### src/rtl/l2_read_arbiter.sv
// Merges I-cache and D-cache L2 read channels onto one L2 read port; owners of
// outstanding bursts are tracked in order. Define L2_RD_ARB_DAT_PRIORITY_EN for fixed DAT priority.
module l2_read_arbiter #(
   parameter int W       = 7,
   parameter int B       = 9,
   parameter int OUT_LOG = 2
) (
   input  logic                 CLK,
   input  logic                 RSTN,
   input  logic                 INS_ADDR_VALID,
   output logic                 INS_ADDR_READY,
   input  logic [29:0]          INS_ADDR,
   output logic                 INS_DATA_VALID,
   input  logic                 INS_DATA_READY,
   output logic [(1<<W)-1:0]    INS_DATA,
   input  logic                 DAT_ADDR_VALID,
   output logic                 DAT_ADDR_READY,
   input  logic [29:0]          DAT_ADDR,
   output logic                 DAT_DATA_VALID,
   input  logic                 DAT_DATA_READY,
   output logic [(1<<W)-1:0]    DAT_DATA,
   output logic                 MEM_ADDR_VALID,
   input  logic                 MEM_ADDR_READY,
   output logic [29:0]          MEM_ADDR,
   input  logic                 MEM_DATA_VALID,
   output logic                 MEM_DATA_READY,
   input  logic [(1<<W)-1:0]    MEM_DATA
);
   localparam int DEPTH    = 1 << OUT_LOG;
   localparam int BW       = B - W;
   localparam int L2_BURST = 1 << BW;

   logic [OUT_LOG:0]   count;
   logic [OUT_LOG-1:0] wr_ptr;
   logic [OUT_LOG-1:0] rd_ptr;
   logic               owner_q [DEPTH];
   logic [BW-1:0]      beat;

   logic slot_free, grant_ok, ins_wins, dat_wins;
   logic grant, grant_dat, nonempty, head, beat_xfer, pop;

   assign slot_free = !MEM_ADDR_VALID | MEM_ADDR_READY;
   // RSTN gating keeps both address READYs low while reset is held
   assign grant_ok  = RSTN & slot_free & (count < (OUT_LOG+1)'(DEPTH));

`ifdef L2_RD_ARB_DAT_PRIORITY_EN
   assign dat_wins = DAT_ADDR_VALID;
   assign ins_wins = INS_ADDR_VALID & !DAT_ADDR_VALID;
`else
   logic last_dat;
   assign ins_wins = INS_ADDR_VALID & (!DAT_ADDR_VALID | last_dat);
   assign dat_wins = DAT_ADDR_VALID & (!INS_ADDR_VALID | !last_dat);
`endif

   assign INS_ADDR_READY = grant_ok & ins_wins;
   assign DAT_ADDR_READY = grant_ok & dat_wins;
   assign grant_dat      = DAT_ADDR_VALID & DAT_ADDR_READY;
   assign grant          = (INS_ADDR_VALID & INS_ADDR_READY) | grant_dat;

   assign nonempty       = (count != '0);
   assign head           = owner_q[rd_ptr];
   assign INS_DATA       = MEM_DATA;
   assign DAT_DATA       = MEM_DATA;
   assign INS_DATA_VALID = MEM_DATA_VALID & nonempty & !head;
   assign DAT_DATA_VALID = MEM_DATA_VALID & nonempty & head;
   assign MEM_DATA_READY = nonempty & (head ? DAT_DATA_READY : INS_DATA_READY);
   assign beat_xfer      = MEM_DATA_VALID & MEM_DATA_READY;
   assign pop            = beat_xfer & (beat == BW'(L2_BURST - 1));

   always_ff @(posedge CLK or negedge RSTN) begin
      if (!RSTN) begin
         MEM_ADDR_VALID <= 1'b0;
         MEM_ADDR       <= '0;
         count          <= '0;
         wr_ptr         <= '0;
         rd_ptr         <= '0;
         beat           <= '0;
      end else begin
         if (grant) begin
            MEM_ADDR_VALID <= 1'b1;
            MEM_ADDR       <= grant_dat ? DAT_ADDR : INS_ADDR;
            wr_ptr         <= wr_ptr + 1'b1;
         end else if (MEM_ADDR_READY) begin
            MEM_ADDR_VALID <= 1'b0;
         end
         if (beat_xfer) beat <= beat + 1'b1;
         if (pop) rd_ptr <= rd_ptr + 1'b1;
         case ({grant, pop})
            2'b10:   count <= count + 1'b1;
            2'b01:   count <= count - 1'b1;
            default: count <= count;
         endcase
      end
   end

`ifndef L2_RD_ARB_DAT_PRIORITY_EN
   // Resets to DAT so that INS wins the first tie
   always_ff @(posedge CLK or negedge RSTN) begin
      if (!RSTN)      last_dat <= 1'b1;
      else if (grant) last_dat <= grant_dat;
   end
`endif

   always_ff @(posedge CLK) begin
      if (grant) owner_q[wr_ptr] <= grant_dat;
   end
endmodule

### config.mk
export PLATFORM = sky130hd
export DESIGN_NAME = l2_read_arbiter
export DESIGN_NICKNAME = d
export VERILOG_FILES = /design/src/rtl/l2_read_arbiter.sv
export SDC_FILE = /design/constraint.sdc
export NUM_CORES = 1
export LEC_CHECK = 0
export ABC_AREA = 1
export CAP_MARGIN = 0
export CELL_PAD_IN_SITES_DETAIL_PLACEMENT = 1
export CELL_PAD_IN_SITES_GLOBAL_PLACEMENT = 1
export CORE_AREA = 2 2 188 190
export CTS_BUF_LIST = sky130_fd_sc_hd__clkbuf_4
export DETAILED_ROUTE_END_ITERATION = 10
export DIE_AREA = 0 0 190 192
export PLACE_DENSITY = 0.6
export RECOVER_POWER = 25
export SKIP_CTS_REPAIR_TIMING = 1
export SLEW_MARGIN = 10
export SYNTH_ARGS = -nofsm -noshare
export SYNTH_HDL_FRONTEND = slang
export SYNTH_SLANG_ARGS = --single-unit
### constraint.sdc
create_clock -name CLK -period 6.47 [get_ports CLK]
set_clock_uncertainty 0.1 [all_clocks]
set_input_delay 0.647 -clock CLK [delete_from_list [all_inputs] [get_ports CLK]]
set_output_delay 0.647 -clock CLK [all_outputs]
set_load 0.02 [all_outputs]
==> impl_metrics.json <==
{
  "clock-sinks": 45,
  "leakagePower_nw": 1.807,
  "yosysUniqueCellTypes": 29,
  "synth_fa_ha_area_frac": 0.02112,
  "top_level_ports": 488,
  "timing_max_transition_violations_final": 43,
  "syn_std_cell_area_sq_um": 4503,
  "synth_seq_cells": 45,
  "synth_top_cell_by_area": "sky130_fd_sc_hd__buf_4",
  "worst_path_max_delay_cell": "sky130_fd_sc_hd__clkbuf_1",
  "crit_top_cell": "sky130_fd_sc_hd__nand2_4",
  "yosys_most_used_dff": "sky130_fd_sc_hd__dfrtp_1",
  "maxClockFrequency_mhz": 224.7,
  "first_global_vias": 2756,
  "ratio_of_total_power_to_cell_area_nw_per_um2": 356.3,
  "maximum_number_of_pins_on_one_net_before_global_route_repair": 43,
  "fraction_of_final_layout_cells_sized_beyond_drive_strength_1": 0.1551,
  "antenna_violating_nets_post_route": 0,
  "hold_path.class": "flop to flop",
  "synthesis.area_per_instance_sq_um": 7.845,
  "nNetsFinal": 621,
  "wire_length_of_the_first_global_routing_pass_um": 19100,
  "max_cap_violations": 1,
  "final_setup_violation_count": 0,
  "synthXorXnorAreaFrac": 0.007780,
  "critPathLaunchType": "primary input",
  "wl_um": 14120,
  "ys_warn_count": 0,
  "final_hold_viol_count": 0,
  "clock_tree.htree_level_count": 2,
  "synth_simple_gate_area_share": 0.2276,
  "irDropWorstVdd_uv": 105.2,
  "cp_slowest_stage_delay_ps": 1790,
  "synth_top_family_by_area": "buffers and inverters",
  "detailed_placer_s_ending_hpwl_um": 11250,
  "die_w_um": 190,
  "yosys-top-cells-area": "sky130_fd_sc_hd__buf_4 (43%), sky130_fd_sc_hd__dfrtp_1 (22%), sky130_fd_sc_hd__nand2_1 (13%)",
  "yosys.area.top_type_share": 0.4268,
  "clock_tree.buffer_depth": 2,
  "cts_made_buffers": 5,
  "critical_path.endpoint_type": "output port",
  "synth_cells": 574,
  "synth_compound_gate_area_share": 0.01306,
  "diodes": 0,
  "clockRootBuffer": "sky130_fd_sc_hd__clkbuf_4",
  "area.growth.synth_to_final_pct": -8.419,
  "critical_path.max_fanout": 42,
  "result_of_the_run": "finished, violations left",
  "finalWorstPathRequiredPeriod_ps": 4450,
  "initial_core_util": 0.1313,
  "postSynthNetCount": 777,
  "portion_of_netlist_area_occupied_by_mux_cells": 0,
  "tritoncts_clock_tree": "yes",
  "fin_crit_sh": 0.6878,
  "synthMostInstantiatedCell": "sky130_fd_sc_hd__buf_4",
  "setup_tns_ps": 0,
  "path_class": "primary input to output port",
  "rsz_0062_raised_after_global_routing": "no",
  "synth_commonest_cells": "sky130_fd_sc_hd__buf_4 (256), sky130_fd_sc_hd__nand2_1 (159), sky130_fd_sc_hd__dfrtp_1 (40), sky130_fd_sc_hd__nand2_2 (40), sky130_fd_sc_hd__inv_1 (17)",
  "grt_usage": 0.07390,
  "relSlewSlack": -0.6892,
  "grt_antenna_before_repair": 0,
  "die_y_um": 192,
  "wire_per_inst_um": 16.16,
  "synth-edff-count": 4,
  "vias": 2579,
  "core_sq_um": 34290,
  "gr-total-overflow": 0,
  "synthArstFlopShare": 0.9111,
  "first_iter_violations": 44,
  "cpLargestDelayFamily": "buffers and inverters",
  "worst-path-buf-inv": 3,
  "gp_routability_congestion": 0.6954,
  "final_util": 0.1203,
  "cp_data_required_time_ps": 5720,
  "seq_area_frac_synth": 0.2548,
  "drt_first_pass_iters": 4,
  "crit_path_cell_chain": "buf_2, clkbuf_1, nand2_4, nor2_8, nand2_4, nor2_1, clkdlybuf4s50_1",
  "placement.io_buffers": 103,
  "drcViolationCount": 0,
  "violations_in_the_final_reports": "max-capacitance violations, max-slew violations",
  "routed_via_density": 2.951,
  "crit_arrival_ps": 3700,
  "worstSkewPairLatency_ps": 370,
  "worst_slew_pin_slew_ps": 2534,
  "fp.dieArea_sq_um": 36480,
  "placement_rows": 68,
  "clkTransAtPathRegs_ps": 140
}
==> state kept, by name, summed over array words and instances (netlist names) <==
signal          flops
owner_q             4
MEM_ADDR           30
rd_ptr              2
MEM_ADDR_VALID      1
wr_ptr              2
count               3
beat                2
last_dat            1
==> worst min-delay path: cells and delay by family (launching register included) <==
family | cells | cell delay (ps)
DFF | 1 | 370
and+or+nand+nor | 2 | 100
==> per-stage QoR <==
step | area (sq um) | total power [W] | hold slack (ps) | worst slack, ps | std cells
after floorplan | 4503 | 0.001166 | 251.4 | 4004 | 574
after global placement | 4048 | 0.001298 | 361.3 | 2946 | 866
after detailed placement | 4048 | 0.001312 | 364.3 | 2885 | 866
after CTS | 4128 | 0.001516 | 240.9 | 3244 | 874
after global routing | 4124 | 0.001604 | 421.8 | 1581 | 874
final | 4124 | 0.001469 | 398.6 | 2020 | 874
==> cell usage in the layout (no fill, tap or decap), types with 2 or more instances in the layout <==
cell type,count
sky130_fd_sc_hd__nor2_2,5
sky130_fd_sc_hd__nand3_1,5
sky130_fd_sc_hd__nand4_1,2
sky130_fd_sc_hd__a21oi_1,3
sky130_fd_sc_hd__nand2_2,40
sky130_fd_sc_hd__nand2_1,159
sky130_fd_sc_hd__nand2_4,3
sky130_fd_sc_hd__ha_1,6
sky130_fd_sc_hd__xor2_1,3
sky130_fd_sc_hd__clkbuf_4,6
sky130_fd_sc_hd__inv_1,17
sky130_fd_sc_hd__o21ai_0,4
sky130_fd_sc_hd__dfrtp_1,40
sky130_fd_sc_hd__nor2_1,3
sky130_fd_sc_hd__edfxtp_1,4
sky130_fd_sc_hd__clkdlybuf4s50_1,102
==> power by group <==
part	total [W]	switching, W	internal [W]
Sequential	0.000509	0.0000914	0.000417
Clock	0.000187	0.000102	0.0000854
Combinational	0.000774	0.000438	0.000335
==> per-layer routing <==
layer / track usage / share of wire / up-vias
li1: - / - / 1159
met1: 0.06987 / 0.32 / 1058
met2: 0.1116 / 0.44 / 284
met3: 0.05646 / 0.18 / 76
met4: 0.04711 / 0.056 / 2
met5: 0.009615 / 0.0031 / -
==> final timing paths <==
check,startpoint,to,slack [ps],cells past startpoint
worst max-delay path,RSTN,DAT_ADDR_READY,2020,7
worst min-delay path,MEM_ADDR[8]$_DFFE_PN0P_,MEM_ADDR[8]$_DFFE_PN0P_,400,2
worst max register to register,MEM_ADDR_VALID$_DFFE_PN0P_,count[2]$_DFFE_PN0P_,3750,12
worst min register to register,MEM_ADDR[8]$_DFFE_PN0P_,MEM_ADDR[8]$_DFFE_PN0P_,400,2
max in group asynchronous,RSTN,MEM_ADDR[17]$_DFFE_PN0P_,3800,2
min in group asynchronous,RSTN,MEM_ADDR[21]$_DFFE_PN0P_,1050,2
==> cells by family (layout without fill, tap and decap cells) <==
kind of cell | Yosys count | in the layout
buffers and inverters | 287 | 132
AO/OA/AOI/OAI | 9 | 9
adder cells (fa/ha/maj) | 7 | 7
flip-flops | 45 | 45
AND/OR/NAND/NOR | 222 | 222
XOR/XNOR | 4 | 4
==> final cells by class <==
| cell class | count | area [sq um] |
|---|---|---|
| Inverter | 19 | 76.32 |
| Clock buffer | 6 | 45.04 |
| Clock inverter | 2 | 35.03 |
| Sequential cell | 45 | 1147 |
| Multi-Input combinational cell | 242 | 1214 |
| Fill cell | 4096 | 30160 |
| Timing Repair Buffer | 105 | 1037 |
| Tap cell | 455 | 569.3 |
Power figures use the tool's default switching activity.
